===== src/rtl/v2f_seq_udiv32.sv =====
// Multi-cycle unsigned 32-bit divider/modulo unit using a restoring radix-2 datapath.
// It resolves STEPS_PER_CYCLE quotient bits per clock and uses a valid/ready handshake on each side.
module v2f_seq_udiv32 #(
    parameter int STEPS_PER_CYCLE = 1
) (
    input  logic        pos_clk,
    input  logic        pos_arst,
    input  logic        in_valid,
    output logic        in_ready,
    input  logic [31:0] a,
    input  logic [31:0] b,
    output logic        out_valid,
    input  logic        out_ready,
    output logic [31:0] quot,
    output logic [31:0] rem,
    output logic        div_by_zero
);

    localparam int ITERS = 32 / STEPS_PER_CYCLE;

    generate
        if (!(STEPS_PER_CYCLE == 1 || STEPS_PER_CYCLE == 2 ||
              STEPS_PER_CYCLE == 4 || STEPS_PER_CYCLE == 8)) begin : g_bad_steps
            $error("v2f_seq_udiv32: STEPS_PER_CYCLE must be 1, 2, 4 or 8");
        end
    endgenerate

    typedef enum logic [1:0] {
        ST_IDLE = 2'd0,
        ST_BUSY = 2'd1,
        ST_DONE = 2'd2
    } state_e;

    state_e      state_q, state_d;
    logic [31:0] acc_q, acc_d;
    logic [31:0] qsh_q, qsh_d;
    logic [31:0] dvs_q, dvs_d;
    logic [5:0]  cnt_q, cnt_d;
    logic [31:0] quot_q, quot_d;
    logic [31:0] rem_q, rem_d;
    logic        dbz_q, dbz_d;

    logic [31:0] step_acc;
    logic [31:0] step_qsh;

    // Unrolled restoring steps. The shifted-out remainder bit is kept as bit 32 of the
    // minuend, so trial bit 32 is an exact borrow even when the divisor is 2^31 or larger.
    genvar gi;
    generate
        for (gi = 0; gi < STEPS_PER_CYCLE; gi++) begin : g_step
            logic [31:0] acc_in;
            logic [31:0] qsh_in;
            logic [32:0] trial;
            logic [31:0] acc_out;
            logic [31:0] qsh_out;

            if (gi == 0) begin : g_first
                assign acc_in = acc_q;
                assign qsh_in = qsh_q;
            end else begin : g_chain
                assign acc_in = g_step[gi-1].acc_out;
                assign qsh_in = g_step[gi-1].qsh_out;
            end

            assign trial   = {acc_in, qsh_in[31]} - {1'b0, dvs_q};
            assign acc_out = trial[32] ? {acc_in[30:0], qsh_in[31]} : trial[31:0];
            assign qsh_out = {qsh_in[30:0], ~trial[32]};
        end
    endgenerate

    assign step_acc = g_step[STEPS_PER_CYCLE-1].acc_out;
    assign step_qsh = g_step[STEPS_PER_CYCLE-1].qsh_out;

    always_ff @(posedge pos_clk or posedge pos_arst) begin
        if (pos_arst) begin
            state_q <= ST_IDLE;
            acc_q   <= '0;
            qsh_q   <= '0;
            dvs_q   <= '0;
            cnt_q   <= '0;
            quot_q  <= '0;
            rem_q   <= '0;
            dbz_q   <= 1'b0;
        end else begin
            state_q <= state_d;
            acc_q   <= acc_d;
            qsh_q   <= qsh_d;
            dvs_q   <= dvs_d;
            cnt_q   <= cnt_d;
            quot_q  <= quot_d;
            rem_q   <= rem_d;
            dbz_q   <= dbz_d;
        end
    end

    always_comb begin
        state_d = state_q;
        acc_d   = acc_q;
        qsh_d   = qsh_q;
        dvs_d   = dvs_q;
        cnt_d   = cnt_q;
        quot_d  = quot_q;
        rem_d   = rem_q;
        dbz_d   = dbz_q;
        case (state_q)
            ST_IDLE: begin
                if (in_valid && in_ready) begin
                    acc_d = '0;
                    qsh_d = a;
                    dvs_d = b;
                    cnt_d = 6'(ITERS);
                    if (b == 32'd0) begin
                        state_d = ST_DONE;
                        quot_d  = 32'hFFFF_FFFF;
                        rem_d   = a;
                        dbz_d   = 1'b1;
                    end else begin
                        state_d = ST_BUSY;
                    end
                end
            end
            ST_BUSY: begin
                acc_d = step_acc;
                qsh_d = step_qsh;
                cnt_d = cnt_q - 6'd1;
                // Published results only move on entry to DONE, so they hold between operations.
                if (cnt_q == 6'd1) begin
                    state_d = ST_DONE;
                    quot_d  = step_qsh;
                    rem_d   = step_acc;
                    dbz_d   = 1'b0;
                end
            end
            ST_DONE: begin
                if (out_ready) begin
                    state_d = ST_IDLE;
                end
            end
            default: begin
                state_d = ST_IDLE;
            end
        endcase
    end

    always_comb begin
        in_ready  = (state_q == ST_IDLE);
        out_valid = (state_q == ST_DONE);
    end

    assign quot        = quot_q;
    assign rem         = rem_q;
    assign div_by_zero = dbz_q;

endmodule


===== config.mk =====
export PLATFORM = sky130hd
export DESIGN_NAME = v2f_seq_udiv32
export DESIGN_NICKNAME = d
export VERILOG_FILES = /design/src/rtl/v2f_seq_udiv32.sv
export SDC_FILE = /design/constraint.sdc
export NUM_CORES = 1
export LEC_CHECK = 0
export ABC_AREA = 1
export CAP_MARGIN = 20
export CORE_MARGIN = 1.5
export CORE_UTILIZATION = 60
export DETAILED_ROUTE_END_ITERATION = 12
export GPL_ROUTABILITY_DRIVEN = 0
export HOLD_SLACK_MARGIN = 0.1
export PLACE_DENSITY_LB_ADDON = 0.2
export SLEW_MARGIN = 20
export SYNTH_ARGS = -nofsm -noshare
export SYNTH_HDL_FRONTEND = slang
export SYNTH_SLANG_ARGS = --single-unit

===== constraint.sdc =====
create_clock -name pos_clk -period 16.9 [get_ports pos_clk]
set_input_delay 5.07 -clock pos_clk [delete_from_list [all_inputs] [get_ports pos_clk]]
set_output_delay 5.07 -clock pos_clk [all_outputs]
set_load 0.01 [all_outputs]

==> parameters.txt <==
Parameter                              Value

Power and ir drop
  Peak supply drop ... between 0.0001 and 0.00015 V
  Power per Cell Area ... between 200 and 250 mW/mm2
  Switching pwr ... about 1.5 mW
  Leakage component of the power ... ~6.5 nW
  Switch share ... between 50% and 60%
  Power Internal ... between 1 and 1.5 mW
  Final Total Pwr ... 2.969 mW
  Power share of the clock group ... between 10 and 15%
  Comb power frac ... 62.1%
  Share of power burned in registers ... 23.9%

Critical path
  Startpoint Class ... primary input
  Worst Reg2Reg Path Length in Cells ... 13
  Beginning of the worst register-to-register path ... state_q[0]$_DFFE_PP0P_
  Sum of buffers and inverters on the critical path ... 5
  CP Capture Type ... register
  Endpoint arrival time on the critical path ... 9.24 ns
  WS Path Type ... in -> reg
  Top cell family by delay on the critical path ... buffers and inverters
  Largest fanout of any net on the critical path ... between 80 and 90
  Sequence of cells on the critical path ... clkdlybuf4s50_1 -> nand2_4 -> nand2_2 -> inv_2 -> a21oi_2 -> nand2_4 -> inv_2 -> buf_4 -> or2_2 -> nand2_1 -> inv_1
  Req. time, crit path ... 17.27 ns
  Worst reg2reg endpoint ... rem[10]$_DFFE_PP0P_
  Crit path from ... in_valid
  Critical Path Slowest Stage Cell ... sky130_fd_sc_hd__nand2_2
  Maximum cell stage delay along the critical path ... ~0.90 ns
  Reg2reg setup slack ... between 10 and 15 ns

Detailed routing
  Pre-antenna DRT Iters ... 6
  Total wire length ... ~27000 um
  Post-route DRC ... 0
  Post-detailed-route via-to-cell ratio ... 5.330
  Routed vias ... roughly 9700
  Avg WL per Cell ... 14.92 um
  Final antenna-violating net count ... 0
  Drt first-iter violations ... 770

Synthesis
  Number of storage elements in the synthesis netlist ... between 150 and 200
  Post-synthesis async set-or-reset flop share ... 100.0%
  Simple logic cell fraction of the synthesized area ... 32.96%
  Sequential element share of the synthesized area ... 38.98%
  Netlist area before placement ... between 0.01 and 0.015 mm2
  Compound-cell area share of the yosys netlist ... 9.607%
  Synthesized netlist cell count ... roughly 1500
  Share of the synthesized area in the top cell type ... 38.98%
  Main area contributors after synthesis ... sky130_fd_sc_hd__dfrtp_1 39%, sky130_fd_sc_hd__nand2_1 14%, sky130_fd_sc_hd__inv_1 9.1%
  Synthesized net count ... 1576
  Mux share of post-synthesis cell area ... 0%
  Total number of yosys warnings ... 0
  Area share of fa/ha/maj cells after synthesis ... 4.106%
  Most used DFF post-synth ... sky130_fd_sc_hd__dfrtp_1
  Post-synthesis xor/xnor area fraction ... 1.211%
  Largest area contributor in the netlist ... sky130_fd_sc_hd__dfrtp_1
  Mean Syn Cell Area ... about 7.4 um2
  Number of unique standard cell types used by synthesis ... 42
  Number of flops mapped to enable cells by yosys ... 0
  Main combinational cell family by area after synthesis ... simple AND/OR/NAND/NOR gates

CTS
  Clock tree from TritonCTS ... built
  Number of gates resized after CTS ... 0
  Clock tree root driver cell ... sky130_fd_sc_hd__clkbuf_16
  H-tree Lvls ... 4
  Deepest clock path buffer count ... 2
  Clock edge transition at the registers on the reported setup and hold paths ... about 0.07 ns
  Clock latency on the worst-skew pair ... approximately 0.44 ns
  TritonCTS sink count ... roughly 170
  Post-CTS Hold Fix Bufs ... 0
  Total setup buffers inserted after CTS ... 0
  Inserted Clock Buffers ... 17

Timing
  Unrepaired setup endpoints after global routing ... no
  Worst Tran Pin Value ... between 1 and 1.5 ns
  Maximum clock frequency ... between 100 and 150 MHz
  Normalized max-slew margin ... approximately a third
  Final cycle utilization of the critical path ... 52.44%
  Maximum clock skew at final layout ... 0.008642 ns
  Final period demand of the worst path ... a little under 9 ns
  Post-Route Setup TNS ... 0 ns
  Pins Over Slew Limit ... 0
  Final number of setup-violating endpoints ... 0
  Endpoints failing hold ... 0

Worst hold path
  Capture endpoint of the worst hold path ... dvs_q[21]$_DFFE_PP0P_
  Hold Path Class ... reg -> reg
  Source of the worst hold timing path ... dvs_q[21]$_DFFE_PP0P_
  Hold-critical path depth ... 2

Final layout
  Count of antenna diodes in the layout ... 0
  Top library cells by usage in the layout, fill and taps aside ... 410 x sky130_fd_sc_hd__nand2_1, 263 x sky130_fd_sc_hd__inv_1, 169 x sky130_fd_sc_hd__dfrtp_1
  Number of fill cells ... around 1400
  Most common cell after layout, fill and taps aside ... sky130_fd_sc_hd__nand2_1
  Layout cell share with drive strength beyond 1 ... between 10% and 20%
  Layout area overhead ... 17.47%
  Total Nets Final ... about 1700

Global routing
  Initial antenna violation count ... 0
  Aggregate global-route resource usage ... roughly 30%
  Leftover overflow at the end of global routing ... 0
  Wire length of the first global-routing pass ... between 40000 and 50000 um
  Number of global-route vias before repair ... about 8700
  Largest net degree at the start of global routing ... 101

Floorplan
  Number of rows created at floorplan ... 48
  Die span in y ... between 100 and 150 um
  Die X-Extent ... between 100 and 150 um
  Ports placed on the boundary ... about 140
  Die Footprint ... 0.01890 mm2
  Initial core utilization ... a little over 60%
  Area of the core region ... 0.01748 mm2

Place
  Total of buffers placed on input and output ports ... 134
  Half-perimeter wire length after placement ... slightly below 20000 um

Run
  Maxcap violations ... 0

Run status
  Run status ... completed
## worst max path at each step
stage / to / slack [ns] / cells after the start
CTS: rem[10]$_DFFE_PP0P_ / 7.70 / 11
global route: rem[10]$_DFFE_PP0P_ / 7.55 / 11
detailed placement: rem[25]$_DFFE_PP0P_ / 7.29 / 11
finish: rem[10]$_DFFE_PP0P_ / 8.04 / 11
global placement: rem[23]$_DFFE_PP0P_ / 7.40 / 11
floorplan: acc_q[0]$_DFFE_PP0P_ / 7.25 / 1
## cells in the mapped netlist, types with 6 or more instances
master and n:
sky130_fd_sc_hd__inv_2 10, sky130_fd_sc_hd__buf_6 9, sky130_fd_sc_hd__and2_1 7, sky130_fd_sc_hd__clkbuf_1 28, sky130_fd_sc_hd__a31oi_1 32, sky130_fd_sc_hd__ha_1 34, sky130_fd_sc_hd__nand3_2 72, sky130_fd_sc_hd__nand2_4 7
sky130_fd_sc_hd__nor2_1 71, sky130_fd_sc_hd__xor2_1 15, sky130_fd_sc_hd__or2_2 30, sky130_fd_sc_hd__nand3_1 84, sky130_fd_sc_hd__nand4_1 15, sky130_fd_sc_hd__buf_4 6, sky130_fd_sc_hd__nand2_2 12, sky130_fd_sc_hd__dfrtp_1 169
sky130_fd_sc_hd__nor3_1 9, sky130_fd_sc_hd__a21oi_1 51, sky130_fd_sc_hd__buf_2 6, sky130_fd_sc_hd__inv_1 264, sky130_fd_sc_hd__o21ai_0 100, sky130_fd_sc_hd__nand2_1 410
## metrics by stage
step	utilization (%)	cell area, um2	worst slack (ns)	std cells	hold slack (ns)
3_5_place_dp	69.34	12120	7.294	1779	0.4733
2_1_floorplan	-	10850	7.255	1473	0.4475
6_report	72.92	12740	8.038	1811	0.4871
5_1_grt	72.92	12740	7.550	1811	0.5086
4_1_cts	72.90	12740	7.701	1811	0.4895
3_3_place_gp	69.34	12120	7.401	1779	0.4646
## power by group through the flow
stage          Sequential [mW]  Clock [mW]  Combinational [mW]
2_1_floorplan            0.711           0                1.39
3_3_place_gp             0.706           0                1.75
3_5_place_dp             0.713           0                1.80
4_1_cts                  0.709       0.418                1.82
5_1_grt                  0.730       0.433                2.06
6_report                 0.711       0.415                1.84
## tightest hold or removal path, stage by stage (launching register included)
cell and delay (ns):
sky130_fd_sc_hd__dfrtp_1 0.35, sky130_fd_sc_hd__nand2_1 0.05, sky130_fd_sc_hd__o21ai_0 0.06
## routing by layer
layer  GRT usage, %  up-vias  part of all wire [%]
met4          9.064        0                   2.0
li1               -     4802                     -
met1          43.04     4433                    45
met2          46.61      368                    45
met3          5.408       50                   8.1
met5              0        -                     0
## flip-flops by register name (all words and copies together), names as in the netlist
name / flops
rem: 32
state_q: 2
div_by_zero: 1
dvs_q: 32
cnt_q: 6
g_step.qsh_in: 32
quot: 32
acc_q: 32
## cell families after synthesis
kind of cell	count (synthesis)
xor+xnor	15
simple gates	729
fa+ha+maj	35
buf+inv	332
flops	169
compound gates	193
## cell type report
class	instances	area, um2	share of cell area [%]
multi-input cells	972	5205	40.84
flip-flops and latches	169	4229	33.18
repair buffers	138	1371	10.76
inverters	275	1037	8.139
clock buffers	18	429.2	3.367
well taps	225	281.5	2.209
clock inverters	14	191.4	1.502
Power figures use the tool's default switching activity.
